$ cat src/rtl/route_ctrl.sv
// XY-routing packet controller: claims an output port for each head flit and forwards flits until the tail.
// Optional ROUTE_LOOKAHEAD_EN routes the next packet from the lookahead flit so no idle cycle separates packets.
module route_ctrl #(
    parameter int WIDTH   = 16,
    parameter int X_COORD = 0,
    parameter int Y_COORD = 0
) (
    input  logic             clk,
    input  logic             rst_n,
    input  logic             data_valid,
    input  logic [WIDTH-1:0] data_out,
    input  logic             next_data_valid,
    input  logic [WIDTH-1:0] next_data_out,
    output logic             pop_req,
    output logic [4:0]       req,
    input  logic             gnt,
    input  logic             out_ready,
    output logic [WIDTH-1:0] flit_out,
    output logic             flit_valid,
    output logic             drop_err,
    output logic [7:0]       pkt_count,
    output logic [1:0]       state_dbg
);

    typedef enum logic [1:0] {
        S_IDLE = 2'd0,
        S_REQ  = 2'd1,
        S_XFER = 2'd2
    } state_t;

    localparam logic [3:0] X_POS = X_COORD[3:0];
    localparam logic [3:0] Y_POS = Y_COORD[3:0];

    // Handshake: a flit moves on a cycle where flit_valid is high (data_valid & out_ready in XFER);
    // pop_req mirrors that transfer, or flags an orphan flit being discarded in IDLE.

    state_t     state_q, state_d;
    logic [4:0] req_q, req_d;
    logic [7:0] cnt_q, cnt_d;
    logic       first_q, first_d;
    logic       pop_c, drop_c;
    logic [1:0] head_type;
    logic       unused_next;

    // Port bits {Local,W,S,E,N} = [4:0]; X is resolved before Y.
    function automatic logic [4:0] route(input logic [WIDTH-1:0] f);
        logic [3:0] dx;
        logic [3:0] dy;
        dx = f[7:4];
        dy = f[3:0];
        if (dx > X_POS)      route = 5'b00010;
        else if (dx < X_POS) route = 5'b01000;
        else if (dy > Y_POS) route = 5'b00100;
        else if (dy < Y_POS) route = 5'b00001;
        else                 route = 5'b10000;
    endfunction

    assign head_type   = data_out[WIDTH-1:WIDTH-2];
    assign unused_next = (^next_data_out) & next_data_valid;

    always_comb begin
        state_d    = state_q;
        req_d      = req_q;
        cnt_d      = cnt_q;
        first_d    = first_q;
        pop_c      = 1'b0;
        drop_c     = 1'b0;
        flit_valid = 1'b0;
        flit_out   = '0;
        case (state_q)
            S_IDLE: begin
                if (data_valid) begin
                    if (head_type[0]) begin
                        req_d   = route(data_out);
                        state_d = S_REQ;
                    end else begin
                        pop_c  = 1'b1;
                        drop_c = 1'b1;
                    end
                end
            end
            S_REQ: begin
                if (gnt) begin
                    state_d = S_XFER;
                    first_d = 1'b1;
                end
            end
            S_XFER: begin
                flit_out   = data_out;
                flit_valid = data_valid & out_ready;
                pop_c      = flit_valid;
                if (flit_valid) begin
                    first_d = 1'b0;
                    // A late head/single is treated as body; only a tail or the opening single ends the packet.
                    if (head_type == 2'b10 || (head_type == 2'b11 && first_q)) begin
                        cnt_d   = cnt_q + 8'd1;
                        req_d   = 5'b00000;
                        state_d = S_IDLE;
`ifdef ROUTE_LOOKAHEAD_EN
                        if (next_data_valid && next_data_out[WIDTH-2]) begin
                            req_d   = route(next_data_out);
                            state_d = S_REQ;
                        end
`endif
                    end
                end
            end
            default: state_d = S_IDLE;
        endcase
    end

    // Combinational strobes are masked so they drop the instant reset asserts.
    assign pop_req   = pop_c & rst_n;
    assign drop_err  = drop_c & rst_n;
    assign req       = req_q;
    assign pkt_count = cnt_q;
    assign state_dbg = state_q;

    always_ff @(posedge clk or negedge rst_n) begin
        if (!rst_n) begin
            state_q <= S_IDLE;
            req_q   <= 5'b00000;
            cnt_q   <= 8'd0;
            first_q <= 1'b0;
        end else begin
            state_q <= state_d;
            req_q   <= req_d;
            cnt_q   <= cnt_d;
            first_q <= first_d;
        end
    end

endmodule

$ cat config.mk
export PLATFORM = sky130hd
export DESIGN_NAME = route_ctrl
export DESIGN_NICKNAME = d
export VERILOG_FILES = /design/src/rtl/route_ctrl.sv
export SDC_FILE = /design/constraint.sdc
export NUM_CORES = 1
export LEC_CHECK = 0
export CAP_MARGIN = 0
export CORE_MARGIN = 2
export CORE_UTILIZATION = 30
export DETAILED_ROUTE_END_ITERATION = 10
export PLACE_DENSITY = 0.88
export SLEW_MARGIN = 20
export SYNTH_ARGS = -nofsm -noshare
export SYNTH_HDL_FRONTEND = slang
export SYNTH_SLANG_ARGS = --single-unit
$ cat constraint.sdc
create_clock -name clk -period 1.9 [get_ports clk]
set_clock_uncertainty 0.15 [all_clocks]
set_input_delay 0.38 -clock clk [delete_from_list [all_inputs] [get_ports clk]]
set_output_delay 0.38 -clock clk [all_outputs]
set_load 0.01 [all_outputs]
Yosys cells after proc, flatten, opt, wreduce, memory -nomap -nowiden
Cells that the tools add are included.
{ "totals": {"register_bits": 16, "inputBits": 38, "out_inout_bits": 34, "elab_cells": 54} }
{ "classes": {"n_addsub": 1, "n_lt_le_gt_ge": 4, "n_eq_ne": 9, "mux": 24, "bitwise": 3, "n_reduce_logical": 9} }
{ "ops": {"columns": ["op", "n"], "rows": [
  ["5-bit 2-to-1 mux", 8],
  ["16-bit 2-to-1 mux", 1],
  ["2-bit 2-to-1 mux", 5],
  ["2-bit inequality test (second input constant)", 5],
  ["5-bit case mux with 2 select lines", 1],
  ["5-bit AND reduction", 2],
  ["8-bit by 1-bit adder with 8-bit output (second input constant)", 1],
  ["4-bit by 1-bit > comparator with 1-bit output (second input constant)", 2],
  ["4-bit by 1-bit less-than comparator with 1-bit output (second input constant)", 2],
  ["2-bit == test (second input constant)", 3],
  ["1-bit 2-to-1 mux", 6],
  ["2-bit case mux with 3 select lines", 1],
  ["3-bit AND reduction", 2],
  ["1-bit case mux with 2 select lines", 2],
  ["2-bit nonzero test", 2],
  ["1-bit bitwise AND", 3],
  ["2-bit by 1-bit == test with 1-bit output (second input constant)", 1],
  ["2-bit logical NOT", 1],
  ["1-bit logical AND", 1],
  ["1-bit logical OR", 1]
]} }

Depth between registers and ports, before layout
{ "depth": {"word_depth": 8, "mapped_depth": 5, "depth_no_buf": 4} }

Least setup slack after synthesis
OpenSTA, ideal clock, no wires.
{ "synth_timing": {"path_kind": "reg-to-reg", "from": "register state_q[0], in the netlist state_dbg[0]", "to": "register cnt_q[7], in the netlist pkt_count[7]", "setup_time_ns": 0.079, "arrival_time_ns": 1.542, "t_required_ns": 1.671, "path_slack_ns": 0.128, "stages_incl_launch_ff": 6, "path_buffers": 1, "period_less_slack_ns": 1.772, "cell_sequence": "dfrtp_1 > nand4b_4 > or3_1 > buf_6 > nor4_4 > xor2_1"} }
{ "synth_between": {"elab_chain_cells": 2} }
{ "synth_lines": {"columns": ["item", "line_no", "rtl"], "rows": [
  ["from (decl)", "37", "state_t state_q, state_d;"],
  ["from (signal assigned)", "126", "state_q <= state_d;"],
  ["2-bit == test", "70", "case (state_q)"],
  ["3-bit AND reduction (no line)", null, null],
  ["to (signal assigned)", "128", "cnt_q <= cnt_d;"],
  ["to (decl)", "39", "logic [7:0] cnt_q, cnt_d;"]
]} }
No other way between the ends.
A chain may end at the register's enable or synchronous reset.

Final worst setup path
{ "layout_timing": {"from": "register state_q[1], in the netlist state_dbg[1]", "to": "output flit_out[1]"} }
{ "layout_between": {"elab_chain_cells": 2} }
{ "layout_lines": {"columns": ["item", "line_no", "rtl"], "rows": [
  ["2-bit == test", "70", null],
  ["16-bit 2-to-1 mux", "70", null],
  ["to (decl)", "18", "output logic [WIDTH-1:0] flit_out,"]
]} }
No other way between the ends.

==> results.sh <==
export IMPL_cts_tree="built"
export IMPL_io_pins=72
export IMPL_dr_wl_met3_um=120
export IMPL_port_buffers=52
export IMPL_slowest_stage="dfrtp_1"
export IMPL_drv_slew=0
export IMPL_grt_overflow_total=0
export IMPL_syn_inst=83
export IMPL_met2_length_mm=1.550
export IMPL_powerDensity_nw_per_um2=915.3
export IMPL_drtAntennaViolNets=0
export IMPL_yosys_area_share_xor_xnor=0.07527
export IMPL_via_count=901
export IMPL_firstDrtPassIters=4
export IMPL_holdCritPathClass="in -> async"
export IMPL_hpwl_mm=2.171
export IMPL_synth_top_family_by_area="simple AND/OR/NAND/NOR gates"
export IMPL_slowest_delay_ns=0.43
export IMPL_synthFlopType="dfrtp_1"
export IMPL_synth_enable_flop_cells=0
export IMPL_synth_compound_area_frac=0.05837
export IMPL_ys_ff_latch=14
export IMPL_floorplan_die_area_um2=3148
export IMPL_synth_area_um2=814.5
export IMPL_htreeDepth=1
export IMPL_viasPerCell=4.923
export IMPL_first_global_vias=903
export IMPL_antenna_cells=0
export IMPL_drtIter0Drc=15
export IMPL_place_congestion=0.7548
export IMPL_nFillCells=237
export IMPL_fin_crit_sh=0.9903
export IMPL_grt_pass1_wl_mm=4.050
export IMPL_reg2reg_slack_ns=0.07
export IMPL_synth_yosys_seq_area_share=0.4301
export IMPL_wl_met1_mm=1.001
export IMPL_holdBufCountCts=0
export IMPL_nNetsFinal=193
export IMPL_numCtsBuffers=3
export IMPL_synth_area_leaders="dfrtp_1, and2_1, nand2_1"
export IMPL_required_ns=1.37
export IMPL_routedWlPerCell_um=14.84
export IMPL_path_depth=5
export IMPL_crit_arrival_ns=1.35
export IMPL_placed_cell_area_um2=1459
export IMPL_rsz0062_at_grt="true"
export IMPL_r2r_end="req[4]"
export IMPL_synth_simple_area_share=0.3702
export IMPL_grt_max_degree=11
export IMPL_drive_gt1_frac=0.3725
export IMPL_crit_path_start_kind="register"
export IMPL_antenna_found_initial=0
export IMPL_synth_fa_ha_area_frac=0.01536
export IMPL_critPathMaxFanout=5
export IMPL_core_area_um2=2522
export IMPL_num_rows=18
export IMPL_irDropWorstVdd_uv=724.2
export IMPL_yosys_area_top_type="dfrtp_1"
export IMPL_cellLeakagePower_nw=0.7672
export IMPL_areaGrowthSynthToFinish_pct=85.41
export IMPL_synth_mux_area_frac=0
export IMPL_top_layer="met4"
export IMPL_wl_mm=2.716
export IMPL_synth_cell_types=29
export IMPL_synthArstFlopShare=1.000
export IMPL_cap_violations=0
export IMPL_synth_top_area_frac=0.4301
export IMPL_synth_most_common_cell="and2_1"
export IMPL_reg2reg_from="state_dbg[0]"
export IMPL_drc=0
export IMPL_critPathBufInv=3
export IMPL_synthTopCellsByCount="and2_1, dfrtp_1, nand2_1"
export IMPL_cts_root_buf="clkbuf_4"
export IMPL_path_delay_family="flip-flops"
export IMPL_yosysWarnings=0
export IMPL_crit_chain="nor2b_4, buf_6, buf_6, and2_4, buf_6"
export IMPL_status="complete, no violations"
export IMPL_clk_latency_ns=0.27
export IMPL_initial_core_util=0.3229
export IMPL_period_minus_slack_ns=1.881
export IMPL_critPathKind="reg -> out"
export IMPL_postSynthAreaPerCell_um2=9.814
export IMPL_design_area_um2=1510
export IMPL_die_h_um=56.11
export IMPL_path_common_cell="buf_6"
export IMPL_cts_clk_slew_worst_paths_ns=0.08
export IMPL_setup_viol=0
export IMPL_die_x_um=56.11
export IMPL_r2r_cells=7
export IMPL_hold_viol_final=0
export IMPL_cts_buffer_depth=2
export IMPL_grtUsageTotal=0.1658
export IMPL_finalSetupTns_ns=0
export IMPL_cts_sinks=14
export IMPL_max_clock_freq_ghz=0.5315
export IMPL_crit_path_end_kind="output pin"
## state kept, by name, indices dropped and copies added (netlist names)
name	flops
req	3
state_dbg	2
pkt_count	8
first_q	1
## cell type report
type / instances / area [um2] / share of cell area
Clock buffer: 4 / 36.28 / 0.02403
Timing Repair Buffer: 69 / 601.8 / 0.3985
Sequential cell: 14 / 351.6 / 0.2328
Inverter: 2 / 7.507 / 0.004971
Multi-Input combinational cell: 64 / 475.5 / 0.3148
Tap cell: 30 / 37.54 / 0.02485
## power by group
part / total [mW] / switching (mW) / internal [mW]
Clock: 0.207 / 0.0901 / 0.116
Sequential: 0.436 / 0.0763 / 0.360
Combinational: 0.740 / 0.312 / 0.427
## placed cells by master, fill, tap and decap left out, types with 2 or more instances in the layout
cell	synthesis	layout
clkbuf_2	0	10
nand2_1	11	11
o2bb2ai_1	2	2
nand2b_1	2	2
and2_1	16	10
xor2_1	3	3
xnor2_1	4	4
and2_4	0	6
dfrtp_1	14	13
buf_4	2	13
nand4_1	2	2
nor4_1	2	2
nor3_2	0	2
buf_2	0	3
clkbuf_4	0	3
buf_6	1	10
nand3_1	2	2
clkdlybuf4s50_1	0	27
dlygate4sd2_1	0	5
conb_1	1	2
## stage by stage
step / total power [mW] / setup slack (ns) / cells / hold WS (ns) / util
final: 1.382 / 0.01851 / 183 / 0.05292 / 0.5987
after detailed placement: 1.120 / -0.4300 / 177 / 0.3227 / 0.5784
after global routing: 1.472 / -0.05513 / 183 / 0.04174 / 0.5987
after CTS: 1.296 / -0.08065 / 183 / 0.03738 / 0.5823
after floorplan: 0.6850 / 0.1283 / 84 / -0.06559 / -
after global placement: 1.084 / -0.4003 / 177 / 0.3055 / 0.5784
## metal layers
metal | GRT usage | vias to the layer above
li1 | - | 421
met1 | 0.1772 | 452
met2 | 0.3025 | 24
met3 | 0.06047 | 4
met4 | 0.04762 | 0
met5 | 0 | -
## how the worst max path moves through the flow
| stage | end | start | slack (ns) |
|---|---|---|---|
| floorplan | pkt_count[7] | state_dbg[0] | 0.13 |
| global placement | pop_req | data_valid | -0.40 |
| detailed placement | pop_req | data_valid | -0.43 |
| CTS | pop_req | state_dbg[0] | -0.08 |
| global route | flit_out[1] | state_dbg[1] | -0.06 |
| finish | flit_out[1] | state_dbg[1] | 0.02 |
## timing repair
action / CTS / global route
setup endpoints to repair: 21 / 23
pin swaps: 0 / 5
gates resized for setup: 57 / 41
buffers inserted: 2 / 0
cloned: 0 / 0
hold endpoints to repair: 0 / 0
## logic make-up (layout without fill, tap and decap cells)
family | Yosys count | after routing
xor gates and xnor gates | 7 | 7
AOI/OAI and AO/OA | 6 | 6
buffers and inverters | 6 | 75
other | 1 | 2
and+or+nand+nor | 48 | 48
DFF | 14 | 14
adders and majority gates | 1 | 1
## worst reg2reg max path: stages, from the launching register on
cell and delay [ns]:
dfrtp_2 0.46, buf_6 0.14, nand4b_4 0.19, buf_4 0.17, nor3_1 0.18, buf_4 0.17, nor2_1 0.08, a32o_1 0.21
Power figures use the tool's default switching activity.
